<file path="config.mk">
export PLATFORM = sky130hd
export DESIGN_NAME = video_pixel_output
export DESIGN_NICKNAME = d
export VERILOG_FILES = /design/src/rtl/video_pixel_output.sv
export SDC_FILE = /design/constraint.sdc
export NUM_CORES = 1
export LEC_CHECK = 0
export ABC_CLOCK_PERIOD_IN_PS = 1100
export CORE_UTILIZATION = 42
export DETAILED_ROUTE_END_ITERATION = 10
export HOLD_SLACK_MARGIN = 0.05
export PLACE_DENSITY = 0.77
export SYNTH_ARGS = -nofsm -noshare
export SYNTH_HDL_FRONTEND = slang
export SYNTH_SLANG_ARGS = --single-unit
</file>
<file path="constraint.sdc">
create_clock -name master_clock -period 1.1 [get_ports master_clock]
set_input_delay 0.22 -clock master_clock [delete_from_list [all_inputs] [get_ports master_clock]]
set_output_delay 0.22 -clock master_clock [all_outputs]
set_load 0.01 [all_outputs]
</file>
<file path="src/rtl/video_pixel_output.sv">
// ---------------------------------------------------------------------------
// video_pixel_output
//
// Read-side partner of the CPLD video timing/address generator. While phi2 is
// low the generator places a video address on the RAM. On the last negedge of
// that low phase this block latches the returned byte. It then turns the byte
// into two RRGGBB output half-cycles for the resistor DAC.
//
// Display modes:
//   hires=0  64-colour: byte[5:0] is shown for both half-cycles
//   hires=1  2-colour : byte[7] then byte[6] select fg/bg from the palette
//
// hsync/vsync pass through a two-stage delay, so they stay aligned with the
// colour path.
//
// Optional feature: define BORDER_EN to replace the first and last
// BORDER_FETCHES fetches of each visible line with the border palette colour.
//
// Ports:
//   master_clock  in   dot clock, every register updates on its negedge
//   reset         in   asynchronous, active-low
//   phi2          in   CPU clock (master_clock/2), low = video fetch phase
//   data[7:0]     in   RAM data bus
//   visible       in   active video flag from the timing generator
//   hsync, vsync  in   active-low syncs from the timing generator
//   hires         in   0 = 64-colour, 1 = 2-colour
//   pal_we        in   palette write strobe (one master_clock)
//   pal_sel[1:0]  in   0 = bg, 1 = fg, 2 = border, 3 = reserved (ignored)
//   pal_data[5:0] in   RRGGBB palette value
//   color[5:0]    out  registered RRGGBB to the DAC
//   hsync_out     out  hsync delayed to match color
//   vsync_out     out  vsync delayed to match color
// ---------------------------------------------------------------------------
module video_pixel_output #(
    parameter int BORDER_FETCHES  = 32,
    parameter int VISIBLE_FETCHES = 320
) (
    input  logic       master_clock,
    input  logic       reset,
    input  logic       phi2,
    input  logic [7:0] data,
    input  logic       visible,
    input  logic       hsync,
    input  logic       vsync,
    input  logic       hires,
    input  logic       pal_we,
    input  logic [1:0] pal_sel,
    input  logic [5:0] pal_data,
    output logic [5:0] color,
    output logic       hsync_out,
    output logic       vsync_out
);

    localparam logic [8:0] CNT_MAX   = 9'(VISIBLE_FETCHES - 1);
    localparam logic [8:0] BORDER_LO = 9'(BORDER_FETCHES);
    localparam logic [8:0] BORDER_HI = 9'(VISIBLE_FETCHES - BORDER_FETCHES);

    logic [7:0] byte_q,   byte_d;
    logic       vis_q,    vis_d;
    logic       phase_q,  phase_d;
    logic [8:0] cnt_q,    cnt_d;
    logic [8:0] idx_q,    idx_d;     // counter value belonging to byte_q
    logic [5:0] bg_q,     bg_d;
    logic [5:0] fg_q,     fg_d;
    logic [5:0] border_q, border_d;
    logic [5:0] color_q,  color_d;
    logic       hs1_q, hs2_q, vs1_q, vs2_q;

    logic       sample;
    logic       pix_bit;
    logic [5:0] pix;

    // phi2 toggles every master_clock. A negedge that sees phi2 low is
    // therefore the last one of the fetch phase, and the next negedge sees
    // phi2 high.
    assign sample = ~phi2;

    always_comb begin
        byte_d   = byte_q;
        vis_d    = vis_q;
        cnt_d    = cnt_q;
        idx_d    = idx_q;
        bg_d     = bg_q;
        fg_d     = fg_q;
        border_d = border_q;
        phase_d  = sample ? 1'b0 : ~phase_q;

        if (sample) begin
            byte_d = data;
            vis_d  = visible;
            if (visible) begin
                idx_d = cnt_q;
                cnt_d = (cnt_q >= CNT_MAX) ? CNT_MAX : cnt_q + 9'd1;
            end else if (vis_q) begin
                cnt_d = '0;              // falling edge of vis_q starts a new line
            end
        end

        if (pal_we) begin
            case (pal_sel)
                2'd0:    bg_d     = pal_data;
                2'd1:    fg_d     = pal_data;
                2'd2:    border_d = pal_data;
                default: ;               // reserved slot, write dropped
            endcase
        end

        // The palette and hires are read at output time, not at sample time.
        pix_bit = phase_q ? byte_q[6] : byte_q[7];
        pix     = hires ? (pix_bit ? fg_q : bg_q) : byte_q[5:0];
`ifdef BORDER_EN
        if (idx_q < BORDER_LO || idx_q >= BORDER_HI)
            pix = border_q;
`endif
        color_d = vis_q ? pix : 6'd0;
    end

`ifndef BORDER_EN
    // Without the border feature the border register and fetch index are kept
    // (writes still land) but never reach the display.
    logic unused_border;
    assign unused_border = ^{border_q, idx_q, BORDER_LO, BORDER_HI};
`endif

    always_ff @(negedge master_clock or negedge reset) begin
        if (!reset) begin
            byte_q   <= '0;
            vis_q    <= 1'b0;
            phase_q  <= 1'b0;
            cnt_q    <= '0;
            idx_q    <= '0;
            bg_q     <= '0;
            fg_q     <= '0;
            border_q <= '0;
            color_q  <= '0;
            hs1_q    <= 1'b1;
            hs2_q    <= 1'b1;
            vs1_q    <= 1'b1;
            vs2_q    <= 1'b1;
        end else begin
            byte_q   <= byte_d;
            vis_q    <= vis_d;
            phase_q  <= phase_d;
            cnt_q    <= cnt_d;
            idx_q    <= idx_d;
            bg_q     <= bg_d;
            fg_q     <= fg_d;
            border_q <= border_d;
            color_q  <= color_d;
            hs1_q    <= hsync;
            hs2_q    <= hs1_q;
            vs1_q    <= vsync;
            vs2_q    <= vs1_q;
        end
    end

    assign color     = color_q;
    assign hsync_out = hs2_q;
    assign vsync_out = vs2_q;

endmodule
</file>
# Word-level counts from Yosys, hierarchy flattened
# Cells that the tools add are included.
# Widths: inputs -> output; s select.
dict set report word_totals {
  reg_bits 32
  input_bits 24
  output_inout_bits 8
  word_cells 20
}
dict set report op_classes {
  eq_ne 1
  n_mux 5
  bitwise_logic 1
  reduce_logical 3
}
# cell count
set op_table {}
lappend op_table {{$mux 6} 3}
lappend op_table {{$reduce_and 2->1} 2}
lappend op_table {{$eq 2x1->1 const B} 1}
lappend op_table {{$logic_not 2->1} 1}
lappend op_table {{$mux 1} 2}
lappend op_table {{$not 1->1} 1}

# Depth between registers and ports, before layout
# Gate-level depths: netlist (run 1).
dict set report logic_depth {
  ltp_word 4
  mapped_depth 3
  mapped_depth_nobuf 3
}

==> results of run 1 <==
[per-stage QoR]
step                total power, W  hold WS [ns]  instances  utilization, %  instance area [um2]
floorplan                 0.001733        0.3452         78               -                 1291
global placement          0.001991        0.3464        148           62.34                 1719
detailed placement        0.002022        0.3482        148           62.34                 1719
CTS                       0.002894        0.3500        164           67.42                 1859
global route              0.003077        0.3542        164           68.74                 1896
finish                    0.002922        0.3471        164           68.74                 1896
[Yosys cell counts]
cell type   n  area share [%]
a21oi_1     6             2.4
and2b_2     1            0.71
buf_2       1            0.41
clkbuf_1    1            0.31
dfrtn_1    28              57
dfstp_2     4             8.6
inv_1       1            0.31
mux2_2     21              19
mux2i_1     6             4.9
mux2i_4     1             1.8
nand3b_1    1            0.61
nor3b_2     1             1.0
o21ai_0     6             2.4
[per-layer routing]
| metal | up-vias | global-route usage (%) | share of wire [%] |
|---|---|---|---|
| li1 | 386 | - | - |
| met1 | 421 | 21.93 | 40 |
| met2 | 19 | 32.14 | 53 |
| met3 | 6 | 8.372 | 4.7 |
| met4 | 0 | 7.317 | 1.6 |
| met5 | - | 0 | 0 |
[power breakdown]
group | total [W] | switching [W] | internal [W]
combinational | 0.000583 | 0.000202 | 0.000381
clock | 0.000878 | 0.000467 | 0.000411
sequential | 0.00146 | 0.000106 | 0.00135
[repair_timing]
item / 4_1_cts / 5_1_grt
buffers inserted: 5 / 0
gates resized for setup: 82 / 7
pin swaps: 5 / 5
hold endpoints to repair: 0 / 0
endpoints found under the setup margin: 36 / 31
[final timing paths]
path                            from        end  slack, ns  cells past startpoint
hold / removal                 hs1_q  hsync_out       0.35                      0
setup / recovery           hsync_out  hsync_out      -0.67                      1
max in group asynchronous      reset  byte_q[7]       0.17                      3
hold reg to reg                hs1_q  hsync_out       0.35                      0
min in group asynchronous      reset   color[3]       0.77                      3
setup reg to reg             phase_q   color[4]      -0.26                      4
[flip-flops by register name, indices dropped and copies added, names as in the netlist]
signal / cells
phase_q: 1
hsync_out: 1
hs1_q: 1
color: 6
vsync_out: 1
fg_q: 6
bg_q: 6
vs1_q: 1
byte_q: 8
vis_q: 1
[logic make-up after synthesis]
| logic type | count (synthesis) |
|---|---|
| multiplexers | 28 |
| AO/OA/AOI/OAI | 12 |
| AND/OR/NAND/NOR | 3 |
| buffers and inverters | 3 |
| flip-flops | 32 |
[layout make-up]
type / count / area [um2] / area share (%)
Tap cell: 31 / 38.79 / 2.046
Timing Repair Buffer: 46 / 459.2 / 24.22
Clock inverter: 6 / 30.03 / 1.584
Multi-Input combinational cell: 43 / 499.2 / 26.34
Clock buffer: 6 / 62.56 / 3.300
Sequential cell: 32 / 805.8 / 42.51
==> impl_metrics.tcl, run 1 <==
set metrics [dict create \
    residual_drc_count 0 \
    io_buffers 31 \
    area_share_of_and_or_nand_nor_cells_after_synthesis_pct 2.347 \
    tightest_slew_ns 0.2126 \
    avgSynthCellArea_um2 15.72 \
    post_route_cells_drive_above_1_share_pct 49.62 \
    holdCritPathClass "reg -> reg" \
    final_max_slew_viol_count 0 \
    family_with_the_most_delay_on_the_worst_path "flip-flops" \
    synth-seq-area-share_pct 65.71 \
    violated_checks "setup timing" \
    path_clk_slew_ns 0.04 \
    outcome "finished with violations" \
    place.gp.congestion 0.7357 \
    maxCapViolations 0 \
    cts-root-buf "clkbuf_4" \
    die_w_um 56.03 \
    final_cell_mix "dfrtn_1 (28), mux2_4 (15), dlygate4sd2_1 (15), buf_6 (10), buf_2 (7)" \
    track_usage_pct 19.31 \
    design.die.area_um2 3139 \
    routed_via_density 5.073 \
    post-place-ws_ns -1.067 \
    worstSkewPairLatency_ns 0.32 \
    mostFrequentLayoutCell "dfrtn_1" \
    synth_mux_area_share_pct 26.02 \
    cp_num_buf_inv 1 \
    synth_xor_xnor_area_share_pct 0 \
    setup-violations-final 32 \
    io_pins 32 \
    pin_count_of_the_biggest_net_entering_global_routing 14 \
    worst-endpoint-arrival_ns 1.55 \
    chipHeight_um 56.03 \
    std_cell_rows 19 \
    fin_skew_ns 0.005115 \
    synth-compound-area-share_pct 4.898 \
    nFillCells 208 \
    coreArea_um2 2758 \
    synthAdderAreaFrac_pct 0 \
    clock_path_buffers 2 \
    largest_family_of_logic_cells_by_synthesized_area "multiplexers" \
    yosysWarningCount 0 \
    grt_setup_unrepaired "yes" \
    pwr_density_cell_nw_per_um2 1541 \
    relative_slew_margins_pct 85.83 \
    number_of_distinct_standard_cells_referenced_by_the_synthesized_netlist 13 \
    irDropWorstVdd_v 0.001137 \
    avgRoutedWirePerCell_um 15.47 \
    clk_sinks 32 \
    power_leakage_nw 0.9118 \
    timing.final.ws_setup_ns -0.6688 \
    postCtsHoldBufs 0 \
    critical_path.startpoint_type "flip-flop" \
    residual_antenna_violating_net_count_after_detailed_routing 0 \
    cts_inserted_buffers 5 \
    cts_tree "built" \
    timing.critical_path.fanout_max 1 \
    dpl.hpwl_um 1889 \
    synthesis.nets 102 \
    worst_path_max_delay_cell "dfstp_2" \
    crit_type "reg -> out" \
    drt_first_iter_violations 24 \
    drt_pre_antenna_iters 3 \
    worstPathCellList "buf_6" \
    number_of_storage_elements_in_the_synthesis_netlist 32 \
    end_kind "output pin" \
    global_route_wire_length_before_repair_um 4381 \
    vias_after_detailed_routing 832 \
    floorplan.initialDensity_pct 44.46 \
    hold_violations 0 \
    aggregate_negative_setup_slack_ns -8.810 \
    worst-endpoint-required_ns 0.88 \
    syn_inst 78 \
    antenna_found_initial 0 \
    synth.cell_area_um2 1226 \
    n_antenna_cell 0 \
    grt_overflow 0 \
    drt_wl_total_um 2537 \
    cts-htree-levels 2 \
    layout-area-overhead-vs-synth_pct 54.59 \
    num-nets-final 156 \
    vias_in_the_first_global_route 937 \
    critical-path-max-stage-delay_ns 0.52 \
]
Note: power is estimated with default switching activity, not from simulation.
==> run 2, diff against run 1 <==
--- a/config.mk
+++ b/config.mk
@@ -5,7 +5,7 @@
 export SDC_FILE = /design/constraint.sdc
 export NUM_CORES = 1
 export LEC_CHECK = 0
-export ABC_CLOCK_PERIOD_IN_PS = 1100
+export ABC_CLOCK_PERIOD_IN_PS = 1600
 export CORE_UTILIZATION = 42
 export DETAILED_ROUTE_END_ITERATION = 10
 export HOLD_SLACK_MARGIN = 0.05
==> constraint.sdc (replaced) <==
create_clock -name master_clock -period 1.6 [get_ports master_clock]
set_input_delay 0.32 -clock master_clock [delete_from_list [all_inputs] [get_ports master_clock]]
set_output_delay 0.32 -clock master_clock [all_outputs]
set_load 0.01 [all_outputs]
==> impl_metrics.tcl, run 2 (synthesis results as in run 1) <==
set metrics [dict create \
    avgRoutedWirePerCell_um 16.66 \
    worst-endpoint-arrival_ns 1.78 \
    drt_wl_total_um 2716 \
    residual_drc_count 0 \
    cts_tree "built" \
    crit_path_end "hsync_out" \
    antenna_found_initial 0 \
    pwr-share-clk_pct 24.6 \
    chipHeight_um 56.03 \
    worstPathCellList "buf_6" \
    worst_r2r_dst "color[2]" \
    post-place-ws_ns -0.9446 \
    worstRegToRegCells 3 \
    cp.depth 1 \
    drt_first_iter_violations 15 \
    place.detailed.instances 150 \
    die_w_um 56.03 \
    pin_count_of_the_biggest_net_entering_global_routing 15 \
    top_register "byte_q" \
    clk_sinks 32 \
    power_leakage_nw 0.8938 \
    crit_type "reg -> out" \
    final-instance-count-excl-fill 163 \
    timing.critical_path.fanout_max 1 \
    largest_reg_flops 8 \
    relative_slew_margins_pct 74.59 \
    power.net_switching_w 0.0004734 \
    coreArea_um2 2758 \
    family_with_the_most_delay_on_the_worst_path "flip-flops" \
    worst_path_max_delay_cell "dfstp_2" \
    final_cell_mix "dfrtn_1 (28), mux2_4 (15), dlygate4sd2_1 (9), clkdlybuf4s50_1 (9), buf_6 (9)" \
    cellInternalPower_w 0.001340 \
    vias_after_detailed_routing 861 \
    post_route_cells_drive_above_1_share_pct 45.45 \
    worstSkewPairLatency_ns 0.37 \
    holdCritPathClass "reg -> reg" \
    violated_checks "setup timing" \
    setup-violations-final 20 \
    residual_antenna_violating_net_count_after_detailed_routing 0 \
    clock_path_buffers 2 \
    seq_power_share_pct 55.2 \
    pwr_density_cell_nw_per_um2 989.2 \
    outcome "finished with violations" \
    ff2ff_setup_slack_ns 0.18 \
    comb_power_share_pct 20.2 \
    critical_path.startpoint_type "flip-flop" \
    maxCapViolations 0 \
    timing.final.ws_setup_ns -0.4960 \
    worst-endpoint-required_ns 1.28 \
    floorplan.initialDensity_pct 44.46 \
    mostFrequentLayoutCell "dfrtn_1" \
    routed_via_density 5.282 \
    design.die.area_um2 3139 \
    tightest_slew_ns 0.3732 \
    cp_num_buf_inv 1 \
    io_pins 32 \
    critical_path.startpoint "hsync_out" \
    power.share.switching_pct 26.11 \
    worst_hold_slack_ns 0.3589 \
    grt_setup_unrepaired "yes" \
    drt_pre_antenna_iters 4 \
    irDropWorstVdd_v 0.0009888 \
    vias_in_the_first_global_route 1019 \
    global_route_wire_length_before_repair_um 4685 \
    place.gp.congestion 0.7037 \
    num-nets-final 156 \
    cts-root-buf "clkbuf_4" \
    io_buffers 31 \
    std_cell_rows 19 \
    hold_violations 0 \
    n_antenna_cell 0 \
    layout-area-overhead-vs-synth_pct 49.49 \
    fin_skew_ns 0.007738 \
    cts-htree-levels 2 \
    cts_inserted_buffers 5 \
    path_clk_slew_ns 0.03 \
    post-route-util_pct 66.47 \
    final_max_slew_viol_count 0 \
    end_kind "output pin" \
    grt_overflow 0 \
    worstReg2RegStart "phase_q" \
    track_usage_pct 20.55 \
    dpl.hpwl_um 1986 \
    critical-path-max-stage-delay_ns 0.52 \
]
-- run 2: changes by cell type in the layout (fill, tap and decap cells not counted), sizes merged --
cell           delta
clkdlybuf4s50     +5
dlygate4sd2       -6
inv               -1
dlymetal6s2s      +1
-- run 2: how the worst min path moves through the flow --
stage,end,cells after the start,slack (ns),start
5_1_grt,hsync_out,0,0.37,hs1_q
3_3_place_gp,hsync_out,0,0.35,hs1_q
4_1_cts,hsync_out,0,0.36,hs1_q
2_1_floorplan,hsync_out,0,0.35,hs1_q
6_report,hsync_out,0,0.36,hs1_q
3_5_place_dp,vsync_out,0,0.35,vs1_q
-- run 2: area by class of cell --
cell class,count,area (um2)
repair buffers,46,457.9
clock buffers,6,41.29
well taps,31,38.79
flip-flops and latches,32,805.8
multi-input cells,43,470.5
fillers,216,924.6
clock inverters,5,18.77
-- run 2: per-layer routing --
metal  vias up  part of all wire (%)  track usage (%)
met3        10                   4.3            6.047
li1        383                     -                -
met2        27                    55            36.39
met4         0                   3.3            12.20
met5         -                     0                0
met1       441                    37            21.27
-- run 2: power by group through the flow --
| stage | sequential, W | clock (W) | combinational, W |
|---|---|---|---|
| final | 0.00100 | 0.000446 | 0.000367 |
| after global routing | 0.00101 | 0.000509 | 0.000394 |
| after CTS | 0.000998 | 0.000468 | 0.000366 |
| after detailed placement | 0.00101 | 0.0000194 | 0.000361 |
| after global placement | 0.00100 | 0.0000194 | 0.000348 |
| after floorplan | 0.000998 | 0.0000194 | 0.000172 |
-- run 2: through the flow --
stage	TNS (ns)	power [W]	cell area, um2
after detailed placement	-25.12	0.001390	1734
after floorplan	-4.298	0.001190	1285
after CTS	-4.343	0.001833	1821
final	-4.487	0.001813	1833
after global routing	-4.831	0.001915	1833
after global placement	-23.99	0.001369	1734
-- run 2: timing repair --
item / CTS / global route
buffers inserted: 2 / 0
pin swaps: 1 / 0
endpoints found under the setup margin: 36 / 21
gates cloned: 1 / 0
hold buffers: 0 / 0
gates resized for setup: 73 / 3
==> run 3, diff against run 2 <==
==> config.mk (replaced) <==
export PLATFORM = sky130hd
export DESIGN_NAME = video_pixel_output
export DESIGN_NICKNAME = d
export VERILOG_FILES = /design/src/rtl/video_pixel_output.sv
export SDC_FILE = /design/constraint.sdc
export NUM_CORES = 1
export LEC_CHECK = 0
export ABC_CLOCK_PERIOD_IN_PS = 2400
export CORE_UTILIZATION = 47
export DETAILED_ROUTE_END_ITERATION = 10
export HOLD_SLACK_MARGIN = 0.05
export PLACE_DENSITY = 0.82
export SYNTH_ARGS = -nofsm -noshare
export SYNTH_HDL_FRONTEND = slang
export SYNTH_SLANG_ARGS = --single-unit
==> constraint.sdc (replaced) <==
create_clock -name master_clock -period 2.4 [get_ports master_clock]
set_input_delay 0.48 -clock master_clock [delete_from_list [all_inputs] [get_ports master_clock]]
set_output_delay 0.48 -clock master_clock [all_outputs]
set_load 0.01 [all_outputs]
==> impl_metrics.tcl, run 3 (synthesis results as in run 1) <==
set metrics [dict create \
    holdCritPathClass "reg -> reg" \
    residual_antenna_violating_net_count_after_detailed_routing 0 \
    worst_path_max_delay_cell "dfstp_2" \
    relative_slew_margins_pct 74.52 \
    outcome "finished with violations" \
    tightest_slew_ns 0.3742 \
    cellInternalPower_w 0.0008727 \
    worst-endpoint-arrival_ns 2.19 \
    top_register "byte_q" \
    cts_tree "built" \
    cts-htree-levels 2 \
    dpl.hpwl_um 1740 \
    design.die.area_um2 2817 \
    power.net_switching_w 0.0003128 \
    drt_first_iter_violations 3 \
    io_pins 32 \
    vias_after_detailed_routing 791 \
    cts-root-buf "clkbuf_4" \
    hold_violations 0 \
    clk_sinks 32 \
    worstSkewPairLatency_ns 0.33 \
    drt_wl_total_um 2405 \
    setup-violations-final 8 \
    cp_num_buf_inv 1 \
    chipHeight_um 53.08 \
    floorplan.initialDensity_pct 49.49 \
    post-route-util_pct 68.59 \
    path_clk_slew_ns 0.03 \
    pwr_density_cell_nw_per_um2 697.7 \
    track_usage_pct 19.82 \
    std_cell_rows 18 \
    final-instance-count-excl-fill 158 \
    num-nets-final 151 \
    pin_count_of_the_biggest_net_entering_global_routing 21 \
    irDropWorstVdd_v 0.0005766 \
    cts_inserted_buffers 5 \
    place.detailed.instances 144 \
    seq_power_share_pct 55.7 \
    critical-path-max-stage-delay_ns 0.52 \
    grt_setup_unrepaired "yes" \
    crit_type "reg -> out" \
    area_taken_by_multi_input_logic_gates_um2 414.1 \
    n_antenna_cell 0 \
    maxCapViolations 0 \
    timing.critical_path.fanout_max 1 \
    antenna_found_initial 0 \
    timing.final.ws_setup_ns -0.2714 \
    drt_pre_antenna_iters 6 \
    comb_power_share_pct 17.2 \
    post_route_cells_drive_above_1_share_pct 42.19 \
    mostFrequentLayoutCell "dfrtn_1" \
    avgRoutedWirePerCell_um 15.22 \
    global_route_wire_length_before_repair_um 3726 \
    io_buffers 31 \
    nFillCells 171 \
    worst-endpoint-required_ns 1.92 \
    power.share.switching_pct 26.39 \
    residual_drc_count 0 \
    die_w_um 53.08 \
    vias_in_the_first_global_route 835 \
    clock_path_buffers 2 \
    worst_hold_slack_ns 0.3545 \
    end_kind "output pin" \
    critical_path.startpoint_type "flip-flop" \
    layout-area-overhead-vs-synth_pct 38.57 \
    violated_checks "setup timing" \
    place.gp.congestion 0.7550 \
    grt_overflow 0 \
    pwr-share-clk_pct 27.1 \
    final_cell_mix "dfrtn_1 (28), mux2_2 (21), clkdlybuf4s50_1 (18), buf_2 (8)" \
    ff_latch_area_um2 805.8 \
    largest_reg_flops 8 \
    family_with_the_most_delay_on_the_worst_path "flip-flops" \
    coreArea_um2 2477 \
    worstPathCellList "buf_6" \
    final_max_slew_viol_count 0 \
    power_leakage_nw 0.7806 \
    routed_via_density 5.006 \
    fin_skew_ns 0.009990 \
]
## run 3: changes by cell type in the layout (fill, tap and decap cells not counted), moves of 3 or more
cell             before  now
buf_4                 7    4
buf_6                 9    5
clkdlybuf4s50_1       9   18
dlygate4sd2_1         9    1
mux2_2                6   21
mux2_4               15    0
## run 3: area by class of cell
class	count	area share, %
Tap cell	30	2.209
Clock buffer	8	2.872
Sequential cell	32	47.42
Multi-Input combinational cell	43	24.37
Clock inverter	4	0.8837
Timing Repair Buffer	41	22.24
## run 3: power by group through the flow
stage | Combinational [W] | Clock, W | Sequential [W]
2_1_floorplan | 0.000100 | 0.0000130 | 0.000664
3_5_place_dp | 0.000219 | 0.0000130 | 0.000668
3_3_place_gp | 0.000212 | 0.0000130 | 0.000664
5_1_grt | 0.000224 | 0.000357 | 0.000666
4_1_cts | 0.000209 | 0.000325 | 0.000660
6_report | 0.000204 | 0.000321 | 0.000660
## run 3: worst register-to-register path: cells and delay by family (launching register included)
kind,cells,cell delay [ns]
flops,1,0.47
compound gates,1,0.08
mux,2,0.67
## run 3: what timing repair did
item,CTS,global route
setup buffers,2,0
hold buffers,0,0
endpoints found under the setup margin,29,17
pin swaps,1,1
cloned,1,0
gates resized for setup,44,7
## run 3: per-layer routing
layer  global-route usage (%)  vias to the layer above  share of wire (%)
met5                        0                        -                  0
met4                    7.018                        0                1.4
met3                    9.195                        4                7.6
met2                    30.59                       24                 49
met1                    24.16                      387                 42
li1                         -                      376                  -
## run 3: worst paths after layout
kind	to	from	slack [ns]	cells after the start
hold reg to reg	vsync_out	vs1_q	0.35	0
setup / recovery	hsync_out	hsync_out	-0.27	1
setup reg to reg	color[0]	phase_q	1.01	3
hold / removal	vsync_out	vs1_q	0.35	0
max in group asynchronous	bg_q[5]	reset	0.52	3
min in group asynchronous	color[2]	reset	1.57	2
## run 3: through the flow
step                      worst slack, ns  power (W)  setup TNS (ns)  cell area (um2)
after floorplan                  -0.08873  0.0007775         -0.5413             1232
final                             -0.2714   0.001186          -1.296             1699
after global routing              -0.3093   0.001247          -1.567             1699
after global placement            -0.6214  0.0008889          -14.43             1649
after detailed placement          -0.6782  0.0009001          -15.26             1649
after CTS                         -0.2891   0.001194          -1.367             1712
